$ cat config.mk
export PLATFORM = sky130hd
export DESIGN_NAME = rr_decode_arbiter
export DESIGN_NICKNAME = d
export VERILOG_FILES = /design/src/rtl/rr_decode_arbiter.sv
export SDC_FILE = /design/constraint.sdc
export NUM_CORES = 1
export LEC_CHECK = 0
export BUFFER_PORTS_ARGS = -buffer_cell sky130_fd_sc_hd__buf_2
export CAP_MARGIN = 40
export CORE_MARGIN = 2
export CORE_UTILIZATION = 41
export DETAILED_ROUTE_END_ITERATION = 16
export PLACE_DENSITY = 0.61
export SLEW_MARGIN = 20
export SYNTH_ARGS = -nofsm -noshare
export SYNTH_HDL_FRONTEND = slang
export SYNTH_SLANG_ARGS = --single-unit
$ cat constraint.sdc
create_clock -name clk -period 3.06 [get_ports clk]
set_input_delay 0.612 -clock clk [delete_from_list [all_inputs] [get_ports clk]]
set_output_delay 0.612 -clock clk [all_outputs]
set_load 0.005 [all_outputs]
$ cat src/rtl/rr_decode_arbiter.sv
// ---------------------------------------------------------------------------
// rr_decode_arbiter
//   Round-robin arbiter that shares one resource among N requesters. A grant
//   is held until the owner drops its request, the arbiter is disabled, or
//   the owner has held it for MAX_HOLD consecutive cycles. The one-hot grant
//   bus is the registered, decoded form of the grant index and drives the
//   select lines of the shared datapath directly.
//
// Parameters
//   N        number of requesters (2, 4 or 8)
//   IDW      grant index width, log2(N)
//   MAX_HOLD maximum consecutive grant cycles per requester (2..255)
//
// Ports
//   clk        rising-edge clock
//   rst_n      synchronous reset, active low
//   en         arbiter enable; low revokes any grant and keeps the arbiter idle
//   req        request vector, bit i = requester i wants the resource
//   gnt        one-hot grant, registered; all zeros when nothing is granted
//   gnt_id     index of the granted requester, meaningful when gnt_valid=1
//   gnt_valid  a grant is active
//   timeout    one-cycle pulse when a grant is force-released at MAX_HOLD
// ---------------------------------------------------------------------------
module rr_decode_arbiter #(
   parameter int N        = 8,
   parameter int IDW      = 3,
   parameter int MAX_HOLD = 16
) (
   input  logic           clk,
   input  logic           rst_n,
   input  logic           en,
   input  logic [N-1:0]   req,
   output logic [N-1:0]   gnt,
   output logic [IDW-1:0] gnt_id,
   output logic           gnt_valid,
   output logic           timeout
);

   localparam int HW = $clog2(MAX_HOLD + 1);
   localparam logic [HW-1:0] MAX_HOLD_C = HW'(MAX_HOLD);

   typedef enum logic {
      IDLE  = 1'b0,
      GRANT = 1'b1
   } state_t;

   state_t         state_reg;
   logic [IDW-1:0] ptr_reg;
   logic [HW-1:0]  hold_cnt_reg;
   logic [IDW-1:0] gnt_id_reg;
   logic           gnt_valid_reg;
   logic           timeout_reg;
   logic [N-1:0]   gnt_reg;

   // hit[j] is the request of the requester j positions after ptr. Because N
   // is a power of two, the IDW-bit addition wraps modulo N for free.
   logic [N-1:0]   hit;
   logic [N-1:0]   pick_onehot;
   logic [IDW-1:0] pick_id;

   genvar gi;
   generate
      for (gi = 0; gi < N; gi++) begin : g_rot
         logic [IDW-1:0] idx;
         assign idx     = ptr_reg + IDW'(gi);
         assign hit[gi] = req[idx];
      end
   endgenerate

   // First set bit in rotated order wins: scan from the far end so the
   // smallest offset from ptr is the last (winning) assignment.
   always_comb begin
      pick_id = ptr_reg;
      for (int j = N - 1; j >= 0; j--) begin
         if (hit[j]) begin
            pick_id = ptr_reg + IDW'(j);
         end
      end
   end

   // Decode of the winning index, loaded into gnt_reg alongside gnt_id_reg so
   // the one-hot bus and the index always agree.
   generate
      for (gi = 0; gi < N; gi++) begin : g_dec
         assign pick_onehot[gi] = (pick_id == IDW'(gi));
      end
   endgenerate

   always_ff @(posedge clk) begin
      if (!rst_n) begin
         state_reg     <= IDLE;
         ptr_reg       <= '0;
         hold_cnt_reg  <= '0;
         gnt_id_reg    <= '0;
         gnt_valid_reg <= 1'b0;
         timeout_reg   <= 1'b0;
         gnt_reg       <= '0;
      end else begin
         timeout_reg <= 1'b0;
         case (state_reg)
            IDLE: begin
               if (en && (|req)) begin
                  gnt_id_reg    <= pick_id;
                  gnt_reg       <= pick_onehot;
                  gnt_valid_reg <= 1'b1;
                  hold_cnt_reg  <= HW'(1);
                  state_reg     <= GRANT;
               end
            end
            GRANT: begin
               if (!en) begin
                  // ptr untouched: the same requester wins when en returns.
                  gnt_valid_reg <= 1'b0;
                  gnt_reg       <= '0;
                  hold_cnt_reg  <= '0;
                  state_reg     <= IDLE;
               end else if (!req[gnt_id_reg]) begin
                  gnt_valid_reg <= 1'b0;
                  gnt_reg       <= '0;
                  hold_cnt_reg  <= '0;
                  ptr_reg       <= gnt_id_reg + IDW'(1);
                  state_reg     <= IDLE;
               end else if (hold_cnt_reg == MAX_HOLD_C) begin
                  gnt_valid_reg <= 1'b0;
                  gnt_reg       <= '0;
                  hold_cnt_reg  <= '0;
                  timeout_reg   <= 1'b1;
                  ptr_reg       <= gnt_id_reg + IDW'(1);
                  state_reg     <= IDLE;
               end else begin
                  hold_cnt_reg  <= hold_cnt_reg + HW'(1);
               end
            end
            default: begin
               state_reg     <= IDLE;
               gnt_valid_reg <= 1'b0;
               gnt_reg       <= '0;
               hold_cnt_reg  <= '0;
            end
         endcase
      end
   end

   assign gnt       = gnt_reg;
   assign gnt_id    = gnt_id_reg;
   assign gnt_valid = gnt_valid_reg;
   assign timeout   = timeout_reg;

endmodule

* After elaboration in Yosys (flattened, before gate mapping)
Cells that the tools add are included.
** Storage, ports and cells
- Register bits after elaboration :: 22
- Bits of input ports :: 11
** Operators by class
- Equal/unequal tests :: 11
- Reduce and logical (&&, ||, !) cells :: 7
- $lt $le $gt $ge :: 9
- Mux-type cells :: 49
- Bitwise operators :: 1
- Add/subtract/negate cells :: 9
** Operators by type and width (number)
- < comparator 3 x 4 -> 1 bit (second input constant) :: 9
- two-way mux 8 bit :: 4
- two-way mux 3 bit :: 10
- binary-select mux 1 bit (select 3 bit) :: 9
- two-way mux 5 bit :: 4
- two-way mux 1 bit :: 18
- one-hot mux 8 bit (2 select lines) :: 1
- adder 3 bit (second input constant) :: 4
- equality test 3 bit (second input constant) :: 4
- one-hot mux 5 bit (2 select lines) :: 1
- OR reduction 8 bit :: 1
- adder 3 x 1 -> 3 bit (second input constant) :: 2
- adder 3 x 2 -> 3 bit (second input constant) :: 2
- equality test 3 x 2 -> 1 bit (second input constant) :: 2
- adder 5 x 1 -> 5 bit (second input constant) :: 1
- equality test 5 bit (second input constant) :: 1
- != test 4 x 3 -> 1 bit (second input constant) :: 1
- one-hot mux 1 bit (2 select lines) :: 2
- AND reduction 2 bit :: 2
- AND reduction 4 bit :: 1
- equality test 3 x 1 -> 1 bit (second input constant) :: 1
- logical NOT 3 bit :: 1
- AND reduction 3 bit :: 1
- != test 2 x 1 -> 1 bit (second input constant) :: 1
- 3 further kinds :: 3

* Logic depth before layout (Yosys ltp)
Gate-level depths: netlist (run 1).
- Depth in word-level cells :: 14
- Gate-level depth with buffers :: 14
- Depth with buffers taken out :: 9

* Worst setup path after synthesis (run 1)
OpenSTA, ideal clock, no wires.
- Path type :: register to register
- Start :: register ptr_reg[0]
- End :: register gnt_reg[0] (netlist: gnt[0])
- Stages on the path, launching flop included :: 13
- Arrival :: 2.816 ns
- Clock period less this slack :: 2.934 ns
- Slack :: 0.126 ns
- Buffers on the path :: 3
- Data required time :: 2.943 ns
- Path through :: dfxtp_1 -> buf_6 -> buf_12 -> inv_1 -> ha_1 -> buf_2 -> mux4_1 -> a221o_1 -> o311a_1 -> o2bb2ai_1 -> nand2_1 -> nor2_1 -> a32o_1
** Between the ends
- Cells in the longest elaborated chain, start to end :: 14
- Elaborated cells on any way between the ends :: 34
- Classes of those cells :: 7 x add/sub; 26 x mux; 1 x reduce/logical
** Ends and longest elaborated chain
- from (decl) :: RTL line 48 : logic [IDW-1:0] ptr_reg;
- from (signal assigned) :: RTL line 121 : ptr_reg <= gnt_id_reg + IDW'(1);
- from (signal assigned) :: RTL line 128 : ptr_reg <= gnt_id_reg + IDW'(1);
- adder 3 bit :: RTL line 65, 76
- binary-select mux 1 bit (select 3 bit) :: RTL line 66 : assign hit[gi] = req[idx];
- two-way mux 1 bit (implied by the code) :: RTL line 66
- two-way mux 3 bit (7 in series) :: RTL line 75 : if (hit[j]) begin
- two-way mux 3 bit * :: RTL line 75
- logical NOT 3 bit * :: RTL line 85 : assign pick_onehot[gi] = (pick_id == IDW'(gi));
- two-way mux 8 bit * :: RTL line 102 : if (en && (|req)) begin
- one-hot mux 8 bit (2 select lines) * :: RTL line 100 : case (state_reg)
- to (signal assigned) :: RTL line 104 : gnt_reg <= pick_onehot;
- to (decl) :: RTL line 53 : logic [N-1:0] gnt_reg;
Mark *: on every way between the ends. The rest lies on a longest branch, timed or not. The select of a mux whose other input is x is not followed.
A chain may end at the register's enable or synchronous reset.

* Final worst setup path (run 1)
Ends and elaborated chain as after synthesis.

==> results.md, run 1 <==
* Clk sinks at 22
* Final setup fails at 0
* Reg-to-reg endpoint: gnt[0]$_SDFFE_PN0P_
* H-Tree Depth at 1
* Worst-path fanout max at 7
* GRT Total Usage at 19.10%
* RSZ-0062 raised after global routing: no
* Die width at 73.62 µm
* Yosys top cell area share at 22.17%
* Routability cong. at 0.8695
* Root Driver: clkbuf_8
* Worst Setup EP: gnt[0]$_SDFFE_PN0P_
* R2R Path Start: ptr_reg[0]$_SDFFE_PN0P_
* Multi-input combinational cell area at 0.001408 mm²
* # IOs at 24
* Slew @ Worst Pin at 465.3 ps
* Area leader, netlist: dfxtp_1
* R2r worst-path depth at 9
* Ant. Diodes at 0
* First-pass GRT wire length at 8031 µm
* # DRC at 0
* Post-synthesis sequential area ratio at 22.17%
* Primary FF master, synth: dfxtp_1
* Worst path required time at 3220 ps
* CP peak stage delay at 670 ps
* Ys async rst share at 0%
* Setup TNS at 0 ps
* Final std cells w/o fill at 289
* DRT iter0 DRCs at 159
* Worst-case hold slack at 455.6 ps
* Worst-Skew Late Latency at 260 ps
* Slowest cell on crit path: mux4_1
* Internal reg-to-reg setup slack at 180 ps
* Initial core utilization at 42.35%
* Drt pass-1 iters at 4
* Largest net degree at the start of global routing at 25
* Status: complete, no violations
* Critical-path cell list: inv_1, ha_2, mux4_1, a221o_1, o311a_1, o2bb2ai_1, nand2_1, nor2_1, a32o_1
* Fin crit share at 94.14%
* MaxCap Viol Count at 0
* Hold Fails Final Rpt at 0
* Synth top area cells: dfxtp_1 (22%), mux4_2 (10%), mux2i_1 (5.5%), mux4_1 (4.0%), nand2_1 (4.0%)
* Pwr/cell area at 396.1 mW/mm²
* Crit path time final at 2881 ps
* Slew headroom at 68.87%
* Final-layout fill cell count at 465
* GRT overflow at 0
* Sequential cell area at 440.4 µm²
* Total power at 883.7 µW
* Max VDD drop at 0.3442 mV
* Critical Path End Type: flip-flop
* Bufs on Longest Clock Path at 2
* Core ar. at 0.004692 mm²
* Area growth syn-to-layout at 12.28%
* Pleak at 0.8732 nW
* Initial antenna violation count at 0
* DP Area at 0.002140 mm²
* Routed length per instance at 16.42 µm
* Nets at 252
* Mapped Nets at 227
* Count of port buffers added during placement at 23
* Cell area after layout at 0.002231 mm²
* CP startpoint: ptr_reg[0]$_SDFFE_PN0P_
* Post-synth EDFFs at 0
* Synth Instances at 211
* FMAX at 347.1 MHz
* Synth cell types at 55
* CP Launch Type: flip-flop
* Syn_area_per_cell at 9.417 µm²
* Clk_skew at 1.615 ps
* Crit path DAT at 3040 ps
* Routed vias/inst at 6.028
* Worst Hold Class: flip-flop to flip-flop
* Seq cells post-synth at 22
* Slew Limit Fails at 0
* Most common cell in the netlist: dfxtp_1
* Setup CP Type: flip-flop to flip-flop
* Core Rows at 25
* Via Count at 1742
* Final core utilization at 47.55%
* Placed cell count at 284
* Post-DP HPWL at 3567 µm
* Largest register FFs at 8
* Total CTS buffers at 3
* CTS tree: yes
* Commonest cells post-synth: dfxtp_1 (22), nand2_1 (21), a21oi_1 (13)
* Die ar. at 0.005419 mm²
* Final worst-path setup slack at 179.4 ps
* Synth Cell Area at 0.001987 mm²
* Chip height at 73.62 µm
* Worst-path clk slew at 80 ps
* Antenna viol nets, final at 0
* Hold_buf cts at 0
* Share of cells above drive strength 1 at 27.66%
* Total Wirelength at 4746 µm
* Pre-CTS setup slack at 157.7 ps
* Synth warn at 0
* Vias in the first global route at 1622
area by class of cell:
class	count	share of cell area [%]
Timing Repair Buffer	34	9.030
Inverter	10	1.907
Tap cell	54	3.029
Sequential cell	22	19.74
Clock inverter	1	1.346
Clock buffer	3	1.851
Multi-Input combinational cell	165	63.10
per-layer routing:
| layer | track usage [%] | routed length [µm] | part of all wire (%) |
|---|---|---|---|
| met1 | 27.24 | 2283 | 48 |
| met2 | 30.26 | 2242 | 47 |
| met3 | 3.429 | 177 | 3.7 |
| met4 | 4.040 | 43 | 0.91 |
| met5 | 0 | 0 | 0 |
report_power, final:
part | internal (mW) | switching, mW
logic | 0.134 | 0.159
clock network | 0.175 | 0.0986
registers | 0.301 | 0.0154
total | 0.610 | 0.273
what timing repair did:
| item | CTS | global route |
|---|---|---|
| buffers inserted | 0 | 1 |
| hold endpoints to repair | 0 | 0 |
| gates resized for setup | 0 | 3 |
| endpoints found under the setup margin | 0 | 9 |
placed cells by master, fill, tap and decap left out, types with 3 or more instances in the layout:
master and count:
buf_2 23, dfxtp_1 22, nand2_1 21, a21oi_1 13
nor2_1 12, mux2i_1 11, buf_4 10, inv_1 9
nand3_1 9, mux4_2 9, o21ai_0 6, mux2_1 6
o31ai_1 5, a32o_1 5, ha_1 4, nor4_1 3
or3_1 3, a31oi_1 3, mux4_1 3, mux2_2 3
nand3b_1 3, clkbuf_8 3
cell families (layout without fill, tap and decap cells):
| kind of cell | count (synthesis) | in the layout | synth area share, % |
|---|---|---|---|
| AO/OA/AOI/OAI | 58 | 58 | 22.04 |
| XOR/XNOR | 5 | 5 | 2.960 |
| adder cells (fa/ha/maj) | 5 | 5 | 3.149 |
| buffers and inverters | 24 | 48 | 7.430 |
| flip-flops | 22 | 22 | 22.17 |
| multiplexers | 34 | 34 | 26.32 |
| AND/OR/NAND/NOR | 63 | 63 | 15.93 |
critical path: cells and delay by family, from the launching register on:
| family | cells | cell delay [ps] |
|---|---|---|
| DFF | 1 | 360 |
| buffers and inverters | 1 | 80 |
| AOI/OAI and AO/OA | 4 | 1070 |
| muxes | 1 | 670 |
| and+or+nand+nor | 2 | 190 |
| adders and majority gates | 1 | 410 |
worst min-delay path by stage:
stage	start	endpoint	slack [ps]	cells past startpoint
2_1_floorplan	gnt_valid$_SDFFE_PN0P_	gnt_valid$_SDFFE_PN0P_	440	2
3_3_place_gp	gnt_valid$_SDFFE_PN0P_	gnt_valid$_SDFFE_PN0P_	430	2
3_5_place_dp	gnt_valid$_SDFFE_PN0P_	gnt_valid$_SDFFE_PN0P_	440	2
4_1_cts	gnt_valid$_SDFFE_PN0P_	gnt_valid$_SDFFE_PN0P_	460	2
5_1_grt	gnt_valid$_SDFFE_PN0P_	gnt_valid$_SDFFE_PN0P_	460	2
6_report	gnt_valid$_SDFFE_PN0P_	gnt_valid$_SDFFE_PN0P_	460	2
(Power assumes the default switching activity.)
==> run 2, diff against run 1 <==
--- a/config.mk
+++ b/config.mk
@@ -11,6 +11,7 @@
 export CORE_UTILIZATION = 41
 export DETAILED_ROUTE_END_ITERATION = 16
 export PLACE_DENSITY = 0.61
+export REMOVE_ABC_BUFFERS = 1
 export SLEW_MARGIN = 20
 export SYNTH_ARGS = -nofsm -noshare
 export SYNTH_HDL_FRONTEND = slang
==> run 2 against run 1 <==
  * Critical path depth unchanged
  * Clock-buffer cell count unchanged
  * Design area rose by 0.17%
  * Sequential power hardly changed
  * Wire length up 4.0%
  * Worst setup slack worse by 40 ps
  * Core utilization rose by 0.080 points
  * Critical endpoint is now gnt[4]$_SDFFE_PN0P_
==> results.md, run 2 (synthesis results as in run 1) <==
* CTS tree: yes
* Crit path top cell by count: buf_4
* Setup TNS at 0 ps
* Worst-Skew Late Latency at 270 ps
* Antenna viol nets, final at 0
* Final-layout fill cell count at 465
* GRT overflow at 0
* Clk_skew at 3.657 ps
* GR Layer Usage met1 at 28.73%
* Net Sw Frac at 31.07%
* Slowest cell on crit path: mux4_2
* Total Wirelength at 4936 µm
* Area growth syn-to-layout at 12.47%
* Cell area after layout at 0.002235 mm²
* Chip height at 73.62 µm
* First-pass GRT wire length at 8493 µm
* # IOs at 24
* RSZ-0062 raised after global routing: no
* Drt pass-1 iters at 4
* Post-DP HPWL at 3657 µm
* Slew headroom at 69.15%
* MaxCap Viol Count at 0
* Initial core utilization at 42.35%
* CP Launch Type: flip-flop
* Crit path max-delay family: multiplexers
* Total CTS buffers at 3
* Status: complete, no violations
* Nets at 252
* Core Rows at 25
* Hold_buf cts at 0
* Bufs on Longest Clock Path at 2
* Largest net degree at the start of global routing at 18
* H-Tree Depth at 1
* Setup CP Type: flip-flop to flip-flop
* Die width at 73.62 µm
* CP bufs+invs at 2
* Met2 usage at 31.55%
* Comb pwr share at 33.6%
* Worst-path fanout max at 13
* Hold Fails Final Rpt at 0
* Routed vias/inst at 6.114
* Critical Path End Type: flip-flop
* Pleak at 0.8741 nW
* Sequential power share at 35.6%
* Vias in the first global route at 1680
* Gr busiest metal: met2
* Share of cells above drive strength 1 at 28.09%
* DRT iter0 DRCs at 100
* Placed cell count at 284
* Core ar. at 0.004692 mm²
* Final setup fails at 0
* Most common cell after layout, fill and taps aside: buf_2
* Final std cells w/o fill at 289
* Clk sinks at 22
* Crit path time final at 2921 ps
* Worst-path clk slew at 80 ps
* Routed length per instance at 17.08 µm
* Fin crit share at 95.45%
* Largest register FFs at 8
* Via Count at 1767
* Final worst-path setup slack at 139.2 ps
* Final core utilization at 47.63%
* Ant. Diodes at 0
* Internal power at 610.8 µW
* NetSw at 275.3 µW
* Critical-path cell list: buf_4, buf_4, mux2_4, mux4_2, o21bai_1, a221oi_2, nor3_2, xnor2_2, a32o_1
* Count of port buffers added during placement at 23
* Met3 usage at 3.567%
* Clock network power share at 30.8%
* Slew Limit Fails at 0
* Pre-CTS setup slack at 44.59 ps
* Worst Hold Class: flip-flop to flip-flop
* Slew @ Worst Pin at 462.7 ps
* Worst path required time at 3230 ps
* Initial antenna violation count at 0
* Die ar. at 0.005419 mm²
* Routability cong. at 0.8256
* Commonest cells after routing, fill and taps aside: buf_2 (23), dfxtp_1 (22), nand2_1 (21)
* CP peak stage delay at 530 ps
* Root Driver: clkbuf_8
* Max VDD drop at 0.2524 mV
* # DRC at 0
* FMAX at 342.4 MHz
* GRT Total Usage at 20.26%
* Crit path DAT at 3090 ps
* Pwr/cell area at 396.5 mW/mm²
* DP Area at 0.002140 mm²
==> run 2: cell counts in the layout (fill, tap and decap cells not counted) <==
Identical to the previous run, type by type.
==> run 2: tightest hold or removal path: cells and delay by family, from the launching register on <==
kind             cells  cell delay [ps]
DFF                  1              320
and+or+nand+nor      2               90
==> run 2: power by group through the flow <==
| stage | Clock, mW | Combinational (mW) | Sequential (mW) |
|---|---|---|---|
| after floorplan | 0 | 0.193 | 0.328 |
| after global placement | 0 | 0.288 | 0.322 |
| final | 0.273 | 0.297 | 0.316 |
| after CTS | 0.278 | 0.291 | 0.316 |
| after global routing | 0.289 | 0.328 | 0.319 |
| after detailed placement | 0 | 0.289 | 0.323 |
==> run 2: final cells by class <==
| cell class | count | area, µm² | share of cell area (%) |
|---|---|---|---|
| inverter | 10 | 42.54 | 1.904 |
| multi-input combinational | 165 | 1415 | 63.33 |
| tap | 54 | 67.56 | 3.024 |
| timing repair buffer | 34 | 197.7 | 8.847 |
| clock buffer | 3 | 41.29 | 1.848 |
| clock inverter | 1 | 30.03 | 1.344 |
| sequential | 22 | 440.4 | 19.71 |
==> run 2: what timing repair did <==
action / 4_1_cts / 5_1_grt
buffers inserted: 0 / 1
setup endpoints to repair: 0 / 9
resized for setup: 0 / 3
==> run 2: layer usage <==
| metal | vias to the layer above | part of all wire [%] |
|---|---|---|
| met5 | - | 0 |
| met4 | 0 | 1.4 |
| met3 | 9 | 3.7 |
| met2 | 47 | 47 |
| met1 | 839 | 48 |
| li1 | 872 | - |
==> run 2: through the flow <==
step | total power [mW] | hold WS (ps)
final | 0.8861 | 445.5
after detailed placement | 0.6116 | 433.9
after global placement | 0.6100 | 431.4
after global routing | 0.9363 | 481.8
after floorplan | 0.5213 | 438.8
after CTS | 0.8853 | 448.9
==> run 2: final timing paths <==
kind	start	to	slack [ps]	cells after the start
max	ptr_reg[0]$_SDFFE_PN0P_	gnt[4]$_SDFFE_PN0P_	140	9
min	gnt_valid$_SDFFE_PN0P_	gnt_valid$_SDFFE_PN0P_	450	2
max reg2reg	ptr_reg[0]$_SDFFE_PN0P_	gnt[4]$_SDFFE_PN0P_	140	9
min reg2reg	gnt_valid$_SDFFE_PN0P_	gnt_valid$_SDFFE_PN0P_	450	2
==> run 3, diff against run 2 <==
--- a/config.mk
+++ b/config.mk
@@ -8,11 +8,13 @@
 export BUFFER_PORTS_ARGS = -buffer_cell sky130_fd_sc_hd__buf_2
 export CAP_MARGIN = 40
 export CORE_MARGIN = 2
-export CORE_UTILIZATION = 41
+export CORE_UTILIZATION = 53
 export DETAILED_ROUTE_END_ITERATION = 16
-export PLACE_DENSITY = 0.61
+export HOLD_SLACK_MARGIN = 0.06
+export PLACE_DENSITY = 0.76
 export REMOVE_ABC_BUFFERS = 1
 export SLEW_MARGIN = 20
 export SYNTH_ARGS = -nofsm -noshare
 export SYNTH_HDL_FRONTEND = slang
 export SYNTH_SLANG_ARGS = --single-unit
+export TNS_END_PERCENT = 30
==> run 3 against run 2 <==
  * Via count increased by 2.5%
  * Clock-buffer cell count increased by 1
  * Hold slack improved by 8.6 ps
  * Highest routed layer unchanged
  * Cell count decreased by 2.1%
  * Clock power decreased by 22%
  * Power decreased by 7.0%
  * Wire length decreased by 4.2%
  * Critical path depth unchanged
  * Sequential share of layout area increased by 0.18 points
==> results.md, run 3 (synthesis results as in run 1) <==
* Status: complete, no violations
* Met1 WL at 2147 µm
* Largest net degree at the start of global routing at 25
* Slew headroom at 70.21%
* Final worst-path setup slack at 217.5 ps
* Hold EP: gnt[6]$_SDFFE_PN0P_
* DP Area at 0.002132 mm²
* Drt pass-1 iters at 4
* Routed length per instance at 16.70 µm
* Crit path time final at 2842 ps
* Commonest cells after routing, fill and taps aside: buf_2 (23), dfxtp_1 (22), nand2_1 (21)
* R2r worst-path depth at 9
* Clock network power share at 25.7%
* Die ar. at 0.004255 mm²
* Bufs on Longest Clock Path at 2
* Worst-Skew Late Latency at 260 ps
* Antenna viol nets, final at 0
* Initial core utilization at 54.68%
* First-pass GRT wire length at 7969 µm
* Chip height at 65.23 µm
* Total Wirelength at 4727 µm
* Worst-path clk slew at 80 ps
* DR top layer: met4
* Initial antenna violation count at 0
* MaxCap Viol Count at 0
* RSZ-0062 raised after global routing: no
* # IOs at 24
* Sequential power share at 38.6%
* # DRC at 0
* Hold Startpoint: gnt[6]$_SDFFE_PN0P_
* Final setup fails at 0
* Worst Hold Class: flip-flop to flip-flop
* Hold Crit Depth at 2
* Largest register FFs at 8
* Metal2 WL at 2256 µm
* Internal reg-to-reg setup slack at 220 ps
* R2R Path Start: ptr_reg[0]$_SDFFE_PN0P_
* Vias in the first global route at 1643
* Final-layout fill cell count at 338
* Root Driver: clkbuf_8
* Ant. Diodes at 0
* Core ar. at 0.003633 mm²
* Fin crit share at 92.89%
* Total power at 824.4 µW
* Comb pwr share at 35.7%
* GRT Total Usage at 23.90%
* Slew Limit Fails at 0
* Routed vias/inst at 6.403
* CP Launch Type: flip-flop
* Hold Fails Final Rpt at 0
* Post-DP HPWL at 3556 µm
* Core Rows at 22
* Total CTS buffers at 3
* Hold_buf cts at 0
* Reg-to-reg endpoint: gnt[0]$_SDFFE_PN0P_
* Final core utilization at 60.95%
* Clk_skew at 2.336 ps
* Pleak at 0.8671 nW
* Met3 wire length at 289 µm
* Setup TNS at 0 ps
* Area growth syn-to-layout at 11.46%
* Crit path DAT at 3010 ps
* H-Tree Depth at 1
* Critical Path End Type: flip-flop
* Clk sinks at 22
* Nets at 252
* Most common cell after layout, fill and taps aside: buf_2
* GRT overflow at 0
* Slew @ Worst Pin at 446.9 ps
* Net Sw Frac at 33.20%
* DRT iter0 DRCs at 144
* NetSw at 273.7 µW
* Pre-CTS setup slack at 101.9 ps
* Worst-path fanout max at 8
* Worst path required time at 3220 ps
* Share of cells above drive strength 1 at 28.09%
* Setup CP Type: flip-flop to flip-flop
* CTS tree: yes
* Internal power at 550.8 µW
* Cell area after layout at 0.002215 mm²
* Via Count at 1812
* Max VDD drop at 0.1875 mV
* Pwr/cell area at 372.3 mW/mm²
* Die width at 65.23 µm
* Routability cong. at 0.9317
* Count of port buffers added during placement at 23
* FMAX at 351.8 MHz
## run 3: layer usage
| metal | GRT usage [%] | vias to the layer above |
|---|---|---|
| met2 | 37.24 | 68 |
| met5 | 0 | - |
| li1 | - | 874 |
| met4 | 4.427 | 0 |
| met1 | 34.74 | 866 |
| met3 | 4.623 | 4 |
## run 3: power groups by stage
stage | logic [mW] | registers, mW | clock network [mW]
4_1_cts | 0.284 | 0.318 | 0.214
5_1_grt | 0.319 | 0.320 | 0.230
6_report | 0.294 | 0.318 | 0.212
3_5_place_dp | 0.283 | 0.325 | 0
3_3_place_gp | 0.281 | 0.324 | 0
2_1_floorplan | 0.193 | 0.328 | 0
## run 3: timing repair
| action | 4_1_cts | 5_1_grt |
|---|---|---|
| setup endpoints to repair | 0 | 9 |
| gates resized for setup | 0 | 4 |
| setup buffers | 0 | 1 |
## run 3: final cells by class
type | instances | area, µm² | share of cell area (%)
clock buffers | 4 | 55.05 | 2.486
inverters | 10 | 42.54 | 1.921
multi-input cells | 165 | 1415 | 63.90
flip-flops and latches | 22 | 440.4 | 19.89
well taps | 48 | 60.06 | 2.712
repair buffers | 34 | 201.4 | 9.096
## run 3: metrics by stage
stage,hold slack [ps],std cells
global placement,430.5,278
global route,478.4,283
floorplan,438.8,197
CTS,458.0,282
detailed placement,439.1,278
finish,454.1,283
## run 3: how the worst max path moves through the flow
stage | from | end | slack [ps] | depth (start not counted)
2_1_floorplan | ptr_reg[0]$_SDFFE_PN0P_ | gnt[0]$_SDFFE_PN0P_ | -680 | 9
3_3_place_gp | ptr_reg[0]$_SDFFE_PN0P_ | gnt[5]$_SDFFE_PN0P_ | 120 | 9
3_5_place_dp | ptr_reg[0]$_SDFFE_PN0P_ | gnt[4]$_SDFFE_PN0P_ | 100 | 9
4_1_cts | ptr_reg[0]$_SDFFE_PN0P_ | gnt[4]$_SDFFE_PN0P_ | 70 | 9
5_1_grt | ptr_reg[0]$_SDFFE_PN0P_ | gnt[7]$_SDFFE_PN0P_ | 20 | 9
6_report | ptr_reg[0]$_SDFFE_PN0P_ | gnt[0]$_SDFFE_PN0P_ | 220 | 9
## run 3: critical path: stages, from the launching register on
cell       delay (ps)
dfxtp_1           350
inv_1              70
ha_2              430
mux4_1            670
a221o_1           290
o311a_1           280
o2bb2ai_1         200
nand2_1           120
nor2_1             70
a32o_1            260
